**src/rtl/uart_pkg.sv**
```systemverilog
// Shared UART definitions: oversampling ratio, receiver state encoding and
// the bit-shifting helper used by both the receiver and the transmitter.
package uart_pkg;

   localparam int OVS = 16;

   typedef enum logic [2:0] {
      RX_IDLE      = 3'd0,
      RX_START     = 3'd1,
      RX_DATA      = 3'd2,
      RX_STOP      = 3'd3,
      RX_WAIT_IDLE = 3'd4
   } rx_state_t;

   function automatic logic [7:0] shift_in_lsb_first(input logic [7:0] cur, input logic bit_in);
      return {bit_in, cur[7:1]};
   endfunction

endpackage

```
**src/rtl/sync_fifo.sv**
```systemverilog
// Single-clock FIFO with occupancy count; a full FIFO still accepts a push
// when a pop happens in the same cycle, otherwise the push is dropped.
module sync_fifo
   import uart_pkg::*;
#(
   parameter int WIDTH = 8,
   parameter int DEPTH = 8
) (
   input  logic                     clk,
   input  logic                     rst,
   input  logic                     push_i,
   input  logic [WIDTH-1:0]         push_data_i,
   input  logic                     pop_i,
   output logic [WIDTH-1:0]         head_o,
   output logic                     valid_o,
   output logic                     drop_o,
   output logic [$clog2(DEPTH):0]   cnt_o
);

   localparam int AW = $clog2(DEPTH);
   localparam logic [AW:0] FULL_CNT = (AW+1)'(DEPTH);

   logic [WIDTH-1:0] mem_q [DEPTH];
   logic [AW-1:0]    wr_ptr_q, wr_ptr_d;
   logic [AW-1:0]    rd_ptr_q, rd_ptr_d;
   logic [AW:0]      cnt_q, cnt_d;
   logic             empty_s, full_s, do_push_s, do_pop_s;

   always_comb begin
      empty_s   = (cnt_q == '0);
      full_s    = (cnt_q == FULL_CNT);
      do_pop_s  = pop_i & ~empty_s;
      do_push_s = push_i & (~full_s | do_pop_s);
      drop_o    = push_i & ~do_push_s;
      wr_ptr_d  = wr_ptr_q;
      rd_ptr_d  = rd_ptr_q;
      cnt_d     = cnt_q;
      if (do_push_s) begin
         wr_ptr_d = wr_ptr_q + AW'(1);
      end else begin
         wr_ptr_d = wr_ptr_q;
      end
      if (do_pop_s) begin
         rd_ptr_d = rd_ptr_q + AW'(1);
      end else begin
         rd_ptr_d = rd_ptr_q;
      end
      case ({do_push_s, do_pop_s})
         2'b10:   cnt_d = cnt_q + (AW+1)'(1);
         2'b01:   cnt_d = cnt_q - (AW+1)'(1);
         default: cnt_d = cnt_q;
      endcase
   end

   always_ff @(posedge clk) begin
      if (rst) begin
         wr_ptr_q <= '0;
         rd_ptr_q <= '0;
         cnt_q    <= '0;
      end else begin
         wr_ptr_q <= wr_ptr_d;
         rd_ptr_q <= rd_ptr_d;
         cnt_q    <= cnt_d;
      end
   end

   // Storage carries no reset; the head output is forced to zero while empty.
   always_ff @(posedge clk) begin
      if (do_push_s) begin
         mem_q[wr_ptr_q] <= push_data_i;
      end
   end

   assign head_o  = empty_s ? '0 : mem_q[rd_ptr_q];
   assign valid_o = ~empty_s;
   assign cnt_o   = cnt_q;

endmodule

```
**src/rtl/uart_rx_fifo.sv**
```systemverilog
// 8N1 UART receiver with 16x oversampling feeding a receive FIFO, with
// framing-error pulse and sticky overflow flag.
module uart_rx_fifo
   import uart_pkg::*;
#(
   parameter int FIFO_DEPTH = 8,
   parameter int OVS        = uart_pkg::OVS
) (
   input  logic                          clk_sys,
   input  logic                          rst_sys,
   input  logic                          RX,
   input  logic [15:0]                   baud_div,
   output logic [7:0]                    rd_data,
   output logic                          rd_valid,
   input  logic                          rd_ready,
   output logic                          frm_err,
   output logic                          ovf_err,
   input  logic                          err_clr,
   output logic [$clog2(FIFO_DEPTH):0]   fifo_cnt
);

   localparam logic [3:0] MID_TICK  = 4'(OVS / 2 - 1);
   localparam logic [3:0] LAST_TICK = 4'(OVS - 1);

   logic        rx_meta_q, rx_sync_q;
   logic [1:0]  fill_q, fill_d;
   logic        seen_high_q, seen_high_d;
   logic [15:0] tick_cnt_q, tick_cnt_d;
   logic [15:0] div_q, div_d;
   logic        tick_s;
   rx_state_t   state_q, state_d;
   logic [3:0]  ovs_cnt_q, ovs_cnt_d;
   logic [2:0]  bit_idx_q, bit_idx_d;
   logic [7:0]  shreg_q, shreg_d;
   logic        frm_err_q, frm_err_d;
   logic        ovf_err_q, ovf_err_d;
   logic        push_s, drop_s;

   always_ff @(posedge clk_sys) begin
      if (rst_sys) begin
         rx_meta_q <= 1'b1;
         rx_sync_q <= 1'b1;
      end else begin
         rx_meta_q <= RX;
         rx_sync_q <= rx_meta_q;
      end
   end

   // A start is only accepted once the line has been seen idle after reset,
   // so a reset in the middle of a frame cannot trigger on the leftover low.
   always_comb begin
      tick_s      = (tick_cnt_q == div_q);
      tick_cnt_d  = tick_s ? 16'd0 : tick_cnt_q + 16'd1;
      div_d       = tick_s ? baud_div : div_q;
      fill_d      = (fill_q == 2'd2) ? fill_q : fill_q + 2'd1;
      seen_high_d = seen_high_q | (tick_s & rx_sync_q & (fill_q == 2'd2));
   end

   always_comb begin
      state_d   = state_q;
      ovs_cnt_d = ovs_cnt_q;
      bit_idx_d = bit_idx_q;
      shreg_d   = shreg_q;
      push_s    = 1'b0;
      frm_err_d = 1'b0;
      if (tick_s) begin
         case (state_q)
            RX_IDLE: begin
               if (~rx_sync_q & seen_high_q) begin
                  state_d   = RX_START;
                  ovs_cnt_d = 4'd0;
               end else begin
                  state_d = RX_IDLE;
               end
            end
            RX_START: begin
               if (ovs_cnt_q == MID_TICK) begin
                  ovs_cnt_d = 4'd0;
                  bit_idx_d = 3'd0;
                  state_d   = rx_sync_q ? RX_IDLE : RX_DATA;
               end else begin
                  ovs_cnt_d = ovs_cnt_q + 4'd1;
               end
            end
            RX_DATA: begin
               if (ovs_cnt_q == LAST_TICK) begin
                  ovs_cnt_d = 4'd0;
                  shreg_d   = shift_in_lsb_first(shreg_q, rx_sync_q);
                  bit_idx_d = bit_idx_q + 3'd1;
                  state_d   = (bit_idx_q == 3'd7) ? RX_STOP : RX_DATA;
               end else begin
                  ovs_cnt_d = ovs_cnt_q + 4'd1;
               end
            end
            RX_STOP: begin
               if (ovs_cnt_q == LAST_TICK) begin
                  ovs_cnt_d = 4'd0;
                  if (rx_sync_q) begin
                     push_s  = 1'b1;
                     state_d = RX_IDLE;
                  end else begin
                     frm_err_d = 1'b1;
                     state_d   = RX_WAIT_IDLE;
                  end
               end else begin
                  ovs_cnt_d = ovs_cnt_q + 4'd1;
               end
            end
            RX_WAIT_IDLE: begin
               if (rx_sync_q) begin
                  state_d = RX_IDLE;
               end else begin
                  state_d = RX_WAIT_IDLE;
               end
            end
            default: state_d = RX_IDLE;
         endcase
      end else begin
         state_d = state_q;
      end
   end

   // Set wins over clear so an overflow in the clearing cycle is not lost.
   always_comb begin
      ovf_err_d = drop_s | (ovf_err_q & ~err_clr);
   end

   always_ff @(posedge clk_sys) begin
      if (rst_sys) begin
         fill_q      <= 2'd0;
         seen_high_q <= 1'b0;
         tick_cnt_q  <= 16'd0;
         div_q       <= baud_div;
         state_q     <= RX_IDLE;
         ovs_cnt_q   <= 4'd0;
         bit_idx_q   <= 3'd0;
         shreg_q     <= 8'd0;
         frm_err_q   <= 1'b0;
         ovf_err_q   <= 1'b0;
      end else begin
         fill_q      <= fill_d;
         seen_high_q <= seen_high_d;
         tick_cnt_q  <= tick_cnt_d;
         div_q       <= div_d;
         state_q     <= state_d;
         ovs_cnt_q   <= ovs_cnt_d;
         bit_idx_q   <= bit_idx_d;
         shreg_q     <= shreg_d;
         frm_err_q   <= frm_err_d;
         ovf_err_q   <= ovf_err_d;
      end
   end

   sync_fifo #(
      .WIDTH (8),
      .DEPTH (FIFO_DEPTH)
   ) u_fifo (
      .clk         (clk_sys),
      .rst         (rst_sys),
      .push_i      (push_s),
      .push_data_i (shreg_q),
      .pop_i       (rd_ready),
      .head_o      (rd_data),
      .valid_o     (rd_valid),
      .drop_o      (drop_s),
      .cnt_o       (fifo_cnt)
   );

   assign frm_err = frm_err_q;
   assign ovf_err = ovf_err_q;

endmodule

```
**config.mk**
```make
export PLATFORM = sky130hd
export DESIGN_NAME = uart_rx_fifo
export DESIGN_NICKNAME = d
export VERILOG_FILES = /design/src/rtl/uart_pkg.sv /design/src/rtl/sync_fifo.sv /design/src/rtl/uart_rx_fifo.sv
export SDC_FILE = /design/constraint.sdc
export NUM_CORES = 1
export LEC_CHECK = 0
export BUFFER_PORTS_ARGS = -buffer_cell sky130_fd_sc_hd__clkbuf_2
export CAP_MARGIN = 20
export CORE_MARGIN = 5
export CORE_UTILIZATION = 30
export DETAILED_ROUTE_END_ITERATION = 16
export GPL_TIMING_DRIVEN = 1
export SETUP_SLACK_MARGIN = 0.5
export SYNTH_ARGS = -nofsm -noshare
export SYNTH_HDL_FRONTEND = slang
export SYNTH_SLANG_ARGS = --single-unit
export TNS_END_PERCENT = 100
```
**constraint.sdc**
```tcl
create_clock -name clk_sys -period 3 [get_ports clk_sys]
set_input_delay 0.45 -clock clk_sys [delete_from_list [all_inputs] [get_ports clk_sys]]
set_output_delay 0.45 -clock clk_sys [all_outputs]
set_load 0.03 [all_outputs]
```
Word level (Yosys, flattened, before mapping). Memory sizes are Yosys's and may differ from the RTL's. A register that Yosys moved wholly into a read port is not among the register bits. Cells that the tools add are included.

Memories kept: 1. Output and inout port bits: 15. Input port bits: 21. Register bits: 67. RAM bits: 64.

Memory list: u_fifo.mem_q (depth 8, bits a word 8, rd ports 1, clocked after memory_dff 1, write ports 1, line sync_fifo.sv:23) `logic [WIDTH-1:0] mem_q [DEPTH];`.

Multiplexer cells: 28. Add/sub/neg operators: 8. Eq/ne operators: 16. Reductions and logical operators: 13. Bitwise gates (word level): 18.

Operators by type and width (count): two-way mux 16 bit (2); two-way mux 3 bit (8); adder 16 x 1 -> 16 bit (second input constant) (1); equality test 16 bit (1); one-hot mux 3 bit (5 select lines) (1); two-way mux 4 bit (3); one-hot mux 4 bit (3 select lines) (1); adder 3 x 1 -> 3 bit (second input constant) (3); two-way mux 1 bit (9); adder 4 x 1 -> 4 bit (second input constant) (2); equality test 4 bit (second input constant) (2); two-way mux 8 bit (1); != test 2 bit (second input constant) (4); inverter 1 bit (8); one-hot mux 4 bit (2 select lines) (1); AND reduction 4 bit (2); AND 1 bit (7); equality test 3 x 2 -> 1 bit (second input constant) (2); equality test 3 bit (second input constant) (2); one-hot mux 3 bit (2 select lines) (1); AND reduction 3 bit (2); nonzero test 2 bit (3); equality test 2 bit (second input constant) (2); equality test 4 x 3 -> 1 bit (second input constant) (1); other kinds (11) (14).

Longest topological paths before layout.
Depth in word-level cells: 8. Depth in mapped cells: 13.

Hierarchy. From an unflattened synthesis, not the netlist that was laid out.

Cell total of the unflattened synthesis: 413. Area total of the unflattened synthesis: 5580.4 um^2.

By module, submodules not included: sync_fifo (times used 1, cells an instance 178, area each 3136.8 um^2); uart_rx_fifo (times used 1, cells an instance 235, area each 2443.6 um^2).

Least setup slack after synthesis. Ideal clock, no wire load.

Path kind: flip-flop to flip-flop. Start point: reg u_fifo.cnt_q[3], in the netlist u_fifo.cnt_o[3]. End point: reg u_fifo.cnt_q[3], in the netlist u_fifo.cnt_o[3]. Data arrival time: 2.759 ns. Buffers on the path: 1. Stages on the path, launching flop included: 13. Setup slack: 0.120 ns. Setup time: 0.121 ns. Data required time: 2.879 ns. Cell sequence: dfxtp_1 > nor4_4 > inv_2 > and2_4 > buf_6 > nand2_1 > inv_1 > ha_1 > a21o_2 > a21oi_1 > or2_1 > o2bb2a_4 > mux2_4.

Word-level cells in the longest chain between the ends: 7. Elaborated cells on any way between the ends: 13. Classes of those cells: add/sub (2); eq/ne (3); mux (1); bitwise (5); reduce/logical (2).

Ends and longest elaborated chain: start: declaration (line sync_fifo.sv:26) `logic [AW:0] cnt_q, cnt_d;`; start signal: assignment (line sync_fifo.sv:63) `cnt_q <= cnt_d;`; logical NOT 4 bit (*) (line sync_fifo.sv:30) `empty_s = (cnt_q == '0);`; inverter 1 bit (*); net rd_valid (line uart_rx_fifo.sv:14) `output logic rd_valid,`; AND 1 bit (*) (line sync_fifo.sv:32) `do_pop_s = pop_i & ~empty_s;`; OR 1 bit (line sync_fifo.sv:33) `do_push_s = push_i & (~full_s | do_pop_s);`; AND 1 bit (line sync_fifo.sv:33); equality test 2 x 1 -> 1 bit or equality test 2 bit (tied branches) (line sync_fifo.sv:48) `case ({do_push_s, do_pop_s})`; one-hot mux 4 bit (2 select lines) or nonzero test 2 bit (tied branches).

The timed path passes the listed nets; every way through them passes the cells marked *. A chain may end at the register's enable or synchronous reset.

Worst setup path in the final report.
Start point: reg div_q[2]. End point: reg u_fifo.cnt_q[3], in the netlist u_fifo.cnt_o[3].

Word-level cells in the longest chain between the ends: 5. Elaborated cells on any way between the ends: 7. Classes of those cells: eq/ne (3); mux (2); bitwise (1); reduce/logical (1).

Ends and longest elaborated chain: start: declaration (line uart_rx_fifo.sv:29) `logic [15:0] div_q, div_d;`; start signal: assignment (line uart_rx_fifo.sv:133) `div_q <= baud_div;`; start signal: assignment (line uart_rx_fifo.sv:144) `div_q <= div_d;`; equality test 16 bit (*) (line uart_rx_fifo.sv:52) `tick_s = (tick_cnt_q == div_q);`; two-way mux 1 bit (*) (line uart_rx_fifo.sv:66) `if (tick_s) begin`; AND 1 bit (*) (line sync_fifo.sv:33); equality test 2 x 1 -> 1 bit or equality test 2 bit (tied branches) (line sync_fifo.sv:48); one-hot mux 4 bit (2 select lines) or nonzero test 2 bit (tied branches).

Mark *: on every way between the ends. The rest lies on a longest branch, timed or not.

==> results.py <==
metrics = {
    "detailed_routing": {
        "via_per_inst": 4.66,
        "antenna_left": 0,
        "drc_errors": 0,
        "finalWirelength_um": 10700,
        "wl_per_cell_um": 15.1,
        "first_iter_violations": 149,
        "dr.pass1.iters": 5,
        "num_vias": 3283,
    },
    "synthesis": {
        "synthArstFlopShare_pct": 0,
        "synth_seq_cells": 134,
        "synth-edff-count": 80,
        "synth_area_leaders": "edfxtp_1 43%, dfxtp_1 19%, mux4_2 6.5%",
        "ys_seq_area_share_pct": 62.5,
        "postSynthCellCount": 408,
        "synth_fp_nets": 439,
        "synth_top_flop_cell": "edfxtp_1",
        "synth_top_area_share_pct": 43.1,
        "avgSynthCellArea_um2": 13.7,
        "yosysWarnings": 0,
        "yosysTopAreaCell": "edfxtp_1",
        "ys_types": 55,
        "syn_area_um2": 5570,
    },
    "timing": {
        "period_share_pct": 85.7,
        "fin_setup_tns_ns": 0,
        "slew_headroom_pct": 41.5,
        "rsz0062_at_grt": "true",
        "setup_viol_count_final": 0,
        "finalClockSkew_ns": 0.00592,
        "drv_slew": 0,
        "hold_viol": 0,
        "timing.hold.ws_ns": 0.211,
        "max_freq_mhz": 389,
        "finalCriticalPeriod_ns": 2.57,
        "tightest_slew_ns": 0.869,
    },
    "clock_tree": {
        "clock_latency_ns": 0.41,
        "path_clk_slew_ns": 0.06,
        "numCtsBuffers": 17,
        "cts_tree": "built",
        "cts_sinks": 134,
        "ctsHoldBuffers": 0,
        "clk_path_buf_depth": 2,
        "cts-htree-levels": 4,
        "cts-root-buf": "clkbuf_16",
    },
    "setup_path": {
        "rrSetupSlack_ns": 0.43,
        "required_ns": 3.30,
        "startpoint_type": "flip-flop",
        "rr_startpoint": "div_q[2]",
        "crit_end": "u_fifo.cnt_o[3]",
        "startpoint": "div_q[2]",
        "path_class": "reg2reg",
        "worst_r2r_path_depth": 12,
        "crit_arrival_ns": 2.87,
        "crit_path_max_fanout": 3,
        "r2r-end": "u_fifo.cnt_o[3]",
        "end_kind": "flip-flop",
    },
    "floorplan": {
        "fp.dieH_um": 146,
        "dieArea_um2": 21400,
        "initial_utilization_pct": 30.7,
        "pin_count": 36,
        "core_area_um2": 18100,
        "die_w_um": 146,
        "num_rows": 49,
    },
    "final_layout": {
        "nNetsFinal": 494,
        "n_antenna_cell": 0,
        "fill_cells": 1742,
        "mostFrequentLayoutCells": "80 x edfxtp_1, 57 x nor2_1, 46 x dfxtp_1, 35 x clkbuf_2, 23 x xnor2_1",
        "area_delta_synth_final_pct": 22.1,
        "layout_commonest_cell": "edfxtp_1",
        "drive_gt1_share_pct": 29.0,
        "fin_util_pct": 37.5,
    },
    "place": {
        "place_congestion": 0.735,
        "numPortBuffers": 35,
        "hpwl_um": 6880,
    },
    "power": {
        "p_leak_uw": 0.00247,
        "powerDensity_nw_per_um2": 672,
        "irDropWorstVdd_mv": 0.483,
    },
    "global_routing": {
        "grt_pass1_wl_um": 17300,
        "grt_usage_pct": 10.2,
        "antenna_found_initial": 0,
        "grt_pass1_vias": 3373,
        "gr-total-overflow": 0,
        "grt_max_degree": 42,
    },
    "status": {
        "status": "finished clean",
    },
    "worst_hold_path": {
        "holdCritPathClass": "in2reg",
    },
    "flow_run": {
        "max-cap-violations": 0,
    },
}
-- power breakdown --
part	total [uW]	internal (uW)	switching, uW
clock network	2120	1330	789
logic	430	212	218
registers	2020	1980	38.3
-- worst min-delay path by stage --
stage,startpoint,endpoint,cells past startpoint
after floorplan,rx_meta_q,rx_sync_q,1
after global placement,rx_meta_q,rx_sync_q,1
after detailed placement,rx_meta_q,rx_sync_q,1
after CTS,baud_div[15],div_q[15],1
after global routing,baud_div[14],div_q[14],1
final,baud_div[15],div_q[15],1
-- per-layer routing --
metal | GRT usage, % | part of all wire, % | vias to the layer above
met4 | 3.81 | 1.5 | 0
li1 | - | - | 1599
met3 | 3.63 | 5.3 | 14
met2 | 15.8 | 46 | 65
met1 | 13.2 | 47 | 1605
met5 | 0 | 0 | -
-- cells by family after synthesis --
logic type                 after synthesis  share of synthesized area, %
AOI/OAI and AO/OA                       27                          3.35
xor gates and xnor gates                35                          5.50
adders and majority gates               10                          2.38
buffers and inverters                   28                          2.27
DFF                                    134                          62.5
muxes                                   40                          10.9
and+or+nand+nor                        134                          13.0
-- critical path: stages, from the launching register on --
cell      delay, ns
edfxtp_1       0.38
xnor2_1        0.17
nand4_1        0.17
nor4_4         0.35
nand2_1        0.10
nand2_2        0.10
inv_2          0.06
ha_4           0.26
a21o_4         0.11
a21oi_2        0.05
or2_1          0.22
o2bb2a_4       0.20
mux2_4         0.28
-- synthesized netlist by cell type (4+ instances only) --
library cell	number
and3_1	4
nor2_1	58
xor2_1	12
nand3_1	6
and2_1	4
ha_1	9
edfxtp_1	80
nand2_1	12
a21oi_1	9
nor2b_1	7
xnor2_1	23
nand4_1	6
mux2i_1	20
dfxtp_1	54
or3_1	5
buf_2	5
clkbuf_1	10
mux4_2	16
inv_1	7
o21ai_0	6
-- timing repair --
item | 4_1_cts | 5_1_grt
pin swaps | 9 | 10
resized for setup | 13 | 7
endpoints found under the hold margin | 0 | 0
buffers inserted | 3 | 2
setup endpoints to repair | 18 | 38
-- metrics by stage --
step	total power, uW	std cells	setup slack (ns)	instance area (um2)
after floorplan	2360	408	0.244	5590
after global placement	2450	668	0.311	6070
after detailed placement	2470	668	0.204	6070
after CTS	4620	703	0.372	6750
after global routing	4750	705	0.273	6800
final	4570	705	0.429	6800
-- state kept, by name, indices dropped and copies added (netlist names), named ones only --
| register | count |
|---|---|
| u_fifo.wr_ptr_q | 3 |
| frm_err | 1 |
| ovs_cnt_q | 4 |
| rx_sync_q | 1 |
| shreg_q | 8 |
| u_fifo.mem_q | 64 |
| fill_q | 2 |
| rx_meta_q | 1 |
| u_fifo.cnt_o | 4 |
| u_fifo.rd_ptr_q | 3 |
| bit_idx_q | 3 |
| seen_high_q | 1 |
| ovf_err | 1 |
| div_q | 16 |
| state_q | 3 |
| tick_cnt_q | 16 |
-- cell type report --
class                      instances  area (um2)  area share [%]
timing repair buffer              56         345            5.08
tap                              229         287            4.21
clock inverter                    12         136            2.00
inverter                           8        30.0           0.441
clock buffer                      20         479            7.04
sequential                       134        3500            51.4
multi-input combinational        246        2030            29.8
Note: power is estimated with default switching activity, not from simulation.
